[src/rtl/mdu_pkg.sv]
// Shared types for the multiply/divide unit: the decoded op, sequencer states and result pair.
package mdu_pkg;

    typedef enum logic [2:0] {
        MDU_NONE  = 3'd0,
        MDU_MULT  = 3'd1,
        MDU_MULTU = 3'd2,
        MDU_DIV   = 3'd3,
        MDU_DIVU  = 3'd4
    } mdu_op_t;

    typedef enum logic [2:0] {
        StIdle = 3'd0,
        StMul  = 3'd1,
        StDiv  = 3'd2,
        StFix  = 3'd3,
        StDone = 3'd4
    } mdu_state_t;

    localparam int unsigned MDU_DIV_ITERS = 32;

    typedef struct packed {
        logic [31:0] hi;
        logic [31:0] lo;
    } mdu_result_t;

endpackage

[src/rtl/mdu_div_step.sv]
// One combinational restoring-divide iteration on a {rem, quo} shift register.
module mdu_div_step (
    input  logic [63:0] rq_i,
    input  logic [31:0] divisor_i,
    output logic [63:0] rq_o
);

    logic [32:0] rem_sh;
    logic [31:0] diff;

    // Shift in the next dividend bit, then subtract the divisor if it fits.
    always_comb begin
        rem_sh = rq_i[63:31];
        // Remainder after a successful trial is below the divisor, so 32 bits hold it.
        diff   = rem_sh[31:0] - divisor_i;
        if (rem_sh >= {1'b0, divisor_i}) begin
            rq_o = {diff, rq_i[30:0], 1'b1};
        end else begin
            rq_o = {rem_sh[31:0], rq_i[30:0], 1'b0};
        end
    end

endmodule

[src/rtl/mdu_sequencer.sv]
// Multi-cycle multiply/divide sequencer for the execute stage.
// Define MDU_DIV0_FAST_EN to finish a divide by zero in one cycle instead of the full iteration.
module mdu_sequencer
    import mdu_pkg::*;
#(
    parameter int unsigned MUL_LAT   = 3,
    parameter int unsigned DIV_ITERS = MDU_DIV_ITERS
) (
    input  logic        clk_i,
    input  logic        reset_i,
    input  logic        in_valid_i,
    input  mdu_op_t     op_i,
    input  logic [31:0] a_i,
    input  logic [31:0] b_i,
    input  logic        flush_i,
    output logic        ok_o,
    output logic        busy_o,
    output logic [31:0] hi_o,
    output logic [31:0] lo_o
);

    localparam int unsigned MaxCnt = (MUL_LAT > DIV_ITERS) ? MUL_LAT : DIV_ITERS;
    localparam int unsigned CntW   = $clog2(MaxCnt) + 1;

    mdu_state_t  state_q, state_d;
    logic [CntW-1:0] cnt_q, cnt_d;
    logic        signed_q, signed_d;
    logic        sa_q, sa_d;
    logic        sb_q, sb_d;
    logic [31:0] a_q, a_d;
    logic [31:0] b_q, b_d;
    logic [63:0] rq_q, rq_d;
    mdu_result_t res_q, res_d;

    logic [63:0] prod;
    logic [63:0] rq_step;
    logic [31:0] a_abs, b_abs, quo, rem;

    // Sign-extend for MULT, zero-extend for MULTU; the low 64 bits of the product are then exact.
    assign prod = {{32{signed_q & a_q[31]}}, a_q} * {{32{signed_q & b_q[31]}}, b_q};

    mdu_div_step u_div_step (
        .rq_i      (rq_q),
        .divisor_i (b_q),
        .rq_o      (rq_step)
    );

    // Next-state and datapath update for the sequencer.
    always_comb begin
        state_d  = state_q;
        cnt_d    = cnt_q;
        signed_d = signed_q;
        sa_d     = sa_q;
        sb_d     = sb_q;
        a_d      = a_q;
        b_d      = b_q;
        rq_d     = rq_q;
        res_d    = res_q;
        a_abs    = a_i;
        b_abs    = b_i;
        quo      = rq_q[31:0];
        rem      = rq_q[63:32];

        unique case (state_q)
            StIdle: begin
                if (in_valid_i) begin
                    a_d  = a_i;
                    sa_d = a_i[31];
                    sb_d = b_i[31];
                    case (op_i)
                        MDU_MULT, MDU_MULTU: begin
                            signed_d = (op_i == MDU_MULT);
                            b_d      = b_i;
                            cnt_d    = CntW'(MUL_LAT - 1);
                            state_d  = StMul;
                        end
                        MDU_DIV, MDU_DIVU: begin
                            signed_d = (op_i == MDU_DIV);
                            if (op_i == MDU_DIV && a_i[31]) a_abs = -a_i;
                            if (op_i == MDU_DIV && b_i[31]) b_abs = -b_i;
                            b_d     = b_abs;
                            rq_d    = {32'h0, a_abs};
                            cnt_d   = CntW'(DIV_ITERS - 1);
                            state_d = StDiv;
`ifdef MDU_DIV0_FAST_EN
                            if (b_i == 32'h0) begin
                                res_d   = '{hi: a_i, lo: 32'hFFFF_FFFF};
                                state_d = StDone;
                            end
`endif
                        end
                        default: ;
                    endcase
                end
            end
            StMul: begin
                if (cnt_q == '0) begin
                    res_d   = '{hi: prod[63:32], lo: prod[31:0]};
                    state_d = StDone;
                end else begin
                    cnt_d = cnt_q - 1'b1;
                end
            end
            StDiv: begin
                rq_d = rq_step;
                if (cnt_q == '0) begin
                    state_d = StFix;
                end else begin
                    cnt_d = cnt_q - 1'b1;
                end
            end
            StFix: begin
                // Divide by zero reports the original dividend untouched by the sign fix.
                if (b_q == 32'h0) begin
                    res_d = '{hi: a_q, lo: 32'hFFFF_FFFF};
                end else begin
                    if (signed_q && (sa_q ^ sb_q)) quo = -rq_q[31:0];
                    if (signed_q && sa_q)          rem = -rq_q[63:32];
                    res_d = '{hi: rem, lo: quo};
                end
                state_d = StDone;
            end
            StDone: begin
                state_d = StIdle;
            end
            default: begin
                state_d = StIdle;
            end
        endcase

        if (flush_i) begin
            state_d = StIdle;
        end
    end

    // State and datapath registers with synchronous reset.
    always_ff @(posedge clk_i) begin
        if (reset_i) begin
            state_q  <= StIdle;
            cnt_q    <= '0;
            signed_q <= 1'b0;
            sa_q     <= 1'b0;
            sb_q     <= 1'b0;
            a_q      <= '0;
            b_q      <= '0;
            rq_q     <= '0;
            res_q    <= '0;
        end else begin
            state_q  <= state_d;
            cnt_q    <= cnt_d;
            signed_q <= signed_d;
            sa_q     <= sa_d;
            sb_q     <= sb_d;
            a_q      <= a_d;
            b_q      <= b_d;
            rq_q     <= rq_d;
            res_q    <= res_d;
        end
    end

    assign ok_o   = (state_q == StDone) && !flush_i;
    assign busy_o = (state_q != StIdle);
    assign hi_o   = res_q.hi;
    assign lo_o   = res_q.lo;

endmodule

[config.mk]
export PLATFORM = sky130hd
export DESIGN_NAME = mdu_sequencer
export DESIGN_NICKNAME = d
export VERILOG_FILES = /design/src/rtl/mdu_pkg.sv /design/src/rtl/mdu_div_step.sv /design/src/rtl/mdu_sequencer.sv
export SDC_FILE = /design/constraint.sdc
export NUM_CORES = 2
export LEC_CHECK = 0
export ABC_AREA = 1
export CAP_MARGIN = 20
export CORE_ASPECT_RATIO = 0.8
export CORE_UTILIZATION = 60
export DETAILED_ROUTE_END_ITERATION = 8
export PLACE_DENSITY = 0.81
export SYNTH_ARGS = -nofsm -noshare
export SYNTH_HDL_FRONTEND = slang
export SYNTH_SLANG_ARGS = --single-unit
[constraint.sdc]
create_clock -name clk_i -period 8.2 [get_ports clk_i]
set_input_delay 0.82 -clock clk_i [delete_from_list [all_inputs] [get_ports clk_i]]
set_output_delay 0.82 -clock clk_i [all_outputs]
set_load 0.05 [all_outputs]
==> metrics.json <==
{
  "antenna_left": {"value": 0},
  "cts_buffer_depth": {"value": 3},
  "clkTransAtPathRegs": {"value": 0.07, "unit": "ns"},
  "yosysTopAreaCell": {"value": "fa_1"},
  "track_usage": {"value": 0.432},
  "power.density_cell_area": {"value": 154, "unit": "nW/um^2"},
  "place_worst_setup_slack": {"value": 0.106, "unit": "ns"},
  "post_synth_most_frequent_cells": {"value": "2,043 x nand2_1, 1,912 x inv_1, 1,126 x fa_1"},
  "arrival": {"value": 8.42, "unit": "ns"},
  "globalRoute.totalOverflow": {"value": 0},
  "post_synth_main_area_contributors": {"value": "fa_1 41%, nand2_1 14%, inv_1 13%"},
  "worstMarginPinSlew": {"value": 1.10, "unit": "ns"},
  "yosys.area.top_type_share": {"value": 0.410},
  "synthesized_netlist_net_count": {"value": 9049},
  "holdBufCountCts": {"value": 0},
  "power.leakage": {"value": 32.1, "unit": "nW"},
  "crit_end_category": {"value": "flop"},
  "path_class": {"value": "reg -> reg"},
  "route.final.wire_length": {"value": 199000, "unit": "um"},
  "hpwlAfterDp": {"value": 164000, "unit": "um"},
  "cap_violations": {"value": 0},
  "number_of_enable_flip_flop_cells_after_synthesis": {"value": 0},
  "vias": {"value": 49800},
  "fin_skew": {"value": 0.0249, "unit": "ns"},
  "hold_path.class": {"value": "reg -> reg"},
  "postSynthRegisterBits": {"value": 203},
  "cts_buffers": {"value": 25},
  "maximum_number_of_pins_on_one_net_before_global_route_repair": {"value": 72},
  "die_x": {"value": 340, "unit": "um"},
  "top_level_ports": {"value": 137},
  "full_die_area": {"value": 92800, "unit": "um^2"},
  "fin_nets": {"value": 8994},
  "design.core.area": {"value": 90000, "unit": "um^2"},
  "gp_weighted_congestion": {"value": 1.08},
  "detail_route.vias_per_cell": {"value": 5.68},
  "critical_path_required": {"value": 8.69, "unit": "ns"},
  "worst-path-max-fanout": {"value": 27},
  "drc": {"value": 0},
  "max_stage_delay": {"value": 0.62, "unit": "ns"},
  "critical_path_startpoint_category": {"value": "flop"},
  "period_minus_slack": {"value": 7.93, "unit": "ns"},
  "critical_path.most_common_cell": {"value": "fa_1"},
  "first_global_vias": {"value": 49800},
  "area_used_by_multi_input_combinational_logic": {"value": 42000, "unit": "um^2"},
  "cts_tree": {"value": "done"},
  "area_growth": {"value": 6.65, "unit": "%"},
  "synth_unique_cells": {"value": 51},
  "clock_insertion_delay_worst_skew": {"value": 0.58, "unit": "ns"},
  "ys_seq_area_frac": {"value": 0.0739},
  "ff_latch_area": {"value": 4090, "unit": "um^2"},
  "synthMostInstantiatedCell": {"value": "nand2_1"},
  "yosysWarningCount": {"value": 0},
  "clock.fmax": {"value": 0.126, "unit": "GHz"},
  "routedWlPerCell": {"value": 22.6, "unit": "um"},
  "syn_area_per_cell": {"value": 7.23, "unit": "um^2"},
  "placedCellCount": {"value": 8720},
  "run_status": {"value": "complete, no violations"},
  "setup_violations": {"value": 0},
  "finalHoldViolCount": {"value": 0},
  "fillerInstances": {"value": 7854},
  "unrepaired_setup_endpoints_after_global_routing": {"value": "yes"},
  "cts_sinks": {"value": 203},
  "slew_viol_final": {"value": 0},
  "final_design_area_no_fill": {"value": 58600, "unit": "um^2"},
  "placed_area": {"value": 57700, "unit": "um^2"},
  "firstDrtPassIters": {"value": 6},
  "die_height": {"value": 273, "unit": "um"},
  "drive_above_1_share": {"value": 0.0424},
  "maxSlewHeadroom": {"value": 0.268},
  "synth_async_sr_flop_share": {"value": 0},
  "fin_crit_sh": {"value": 0.967},
  "critical-path-slowest-cell": {"value": "o21ai_0"},
  "placement_rows": {"value": 98},
  "post_synthesis_instance_total": {"value": 7602},
  "initial_core_util": {"value": 0.611},
  "dr.first_iter.drc_count": {"value": 5857},
  "htree_levels": {"value": 1},
  "grt_antenna_before_repair": {"value": 6},
  "port_buffers": {"value": 136},
  "mappedNetlistArea": {"value": 55000, "unit": "um^2"},
  "power.ir.vdd_worst": {"value": 0.177, "unit": "mV"},
  "wire_length_of_the_first_global_routing_pass": {"value": 302000, "unit": "um"},
  "synth_ff_type": {"value": "dfxtp_1"},
  "fin_ws": {"value": 0.270, "unit": "ns"},
  "root_buffer": {"value": "clkbuf_16"},
  "finalNonFillerCells": {"value": 8766},
  "p_total": {"value": 0.00904, "unit": "W"}
}
routing by layer:
| metal | vias up | wire length, um | track usage |
|---|---|---|---|
| met2 | 3132 | 84100 | 0.632 |
| met3 | 419 | 26500 | 0.109 |
| met5 | - | 43 | 0 |
| met4 | 6 | 8350 | 0.154 |
| met1 | 24200 | 79500 | 0.623 |
| li1 | 22000 | - | - |
final timing paths:
path / slack, ns / end / cells past startpoint / from
worst max-delay path: 0.27 / hi_o[7] / 26 / b_q[3]
worst min-delay path: 0.47 / rq_q[24] / 2 / rq_q[24]
worst max register to register: 0.27 / hi_o[7] / 26 / b_q[3]
worst min register to register: 0.47 / rq_q[24] / 2 / rq_q[24]
flip-flops by register name, summed over array words and instances (netlist names):
register / count
rq_q: 64
b_q: 32
hi_o: 32
lo_o: 32
a_q: 31
cnt_q: 6
state_q: 3
sa_q: 1
sb_q: 1
signed_q: 1
cells by family after synthesis:
family / synth area share
and+or+nand+nor: 0.211
xor gates and xnor gates: 0.0137
adders and majority gates: 0.467
buffers and inverters: 0.162
AOI/OAI and AO/OA: 0.0725
DFF: 0.0739
layout by cell type, fill, tap and decap left out, types with 5 or more instances in the layout:
master,n
nand2_1,2043
inv_1,1908
fa_1,1126
a21oi_1,377
nor2_1,370
o21ai_0,285
nand3_1,271
ha_1,250
dfxtp_1,184
clkdlybuf4s50_1,135
buf_4,115
xor2_1,58
inv_2,45
nand4_1,44
nor3_1,37
xnor2_1,28
clkbuf_16,25
buf_12,24
nand3b_1,23
o21bai_1,22
dfxtp_2,19
o211ai_1,18
o21ai_1,15
nor2_2,12
a31oi_1,12
nand3_2,11
nand2_2,10
or2_2,9
buf_6,8
nand2_4,6
nor4_1,6
nor3_2,5
o22ai_1,5
through the flow:
stage	hold WS, ns	util	TNS (ns)
floorplan	0.444	-	0
global placement	0.454	0.641	0
detailed placement	0.456	0.641	0
CTS	0.466	0.650	0
global route	0.488	0.651	-0.0266
finish	0.467	0.651	0
area by class of cell:
| class | count | share of cell area |
|---|---|---|
| Multi-Input combinational cell | 5077 | 0.717 |
| Inverter | 1958 | 0.126 |
| Sequential cell | 203 | 0.0697 |
| Timing Repair Buffer | 282 | 0.0475 |
| Tap cell | 1200 | 0.0256 |
| Clock buffer | 29 | 0.0114 |
| Clock inverter | 15 | 0.00339 |
| Antenna cell | 2 | 0.0000854 |
worst max-delay path: cells and delay by family (launching register included):
kind	cells	cell delay, ns
fa+ha+maj	9	4.47
simple gates	7	1.15
compound gates	3	1.06
buf+inv	7	0.72
flops	1	0.40
where the power goes:
group / switching, W / internal (W) / leakage (nW)
clock network: 0.000541 / 0.000715 / 0.425
logic: 0.00443 / 0.00218 / 30.0
registers: 0.000129 / 0.00105 / 1.66
what timing repair did:
item	in CTS	in global routing
buffers inserted	0	0
endpoints found under the setup margin	0	27
resized for setup	0	29
Note: power is estimated with default switching activity, not from simulation.
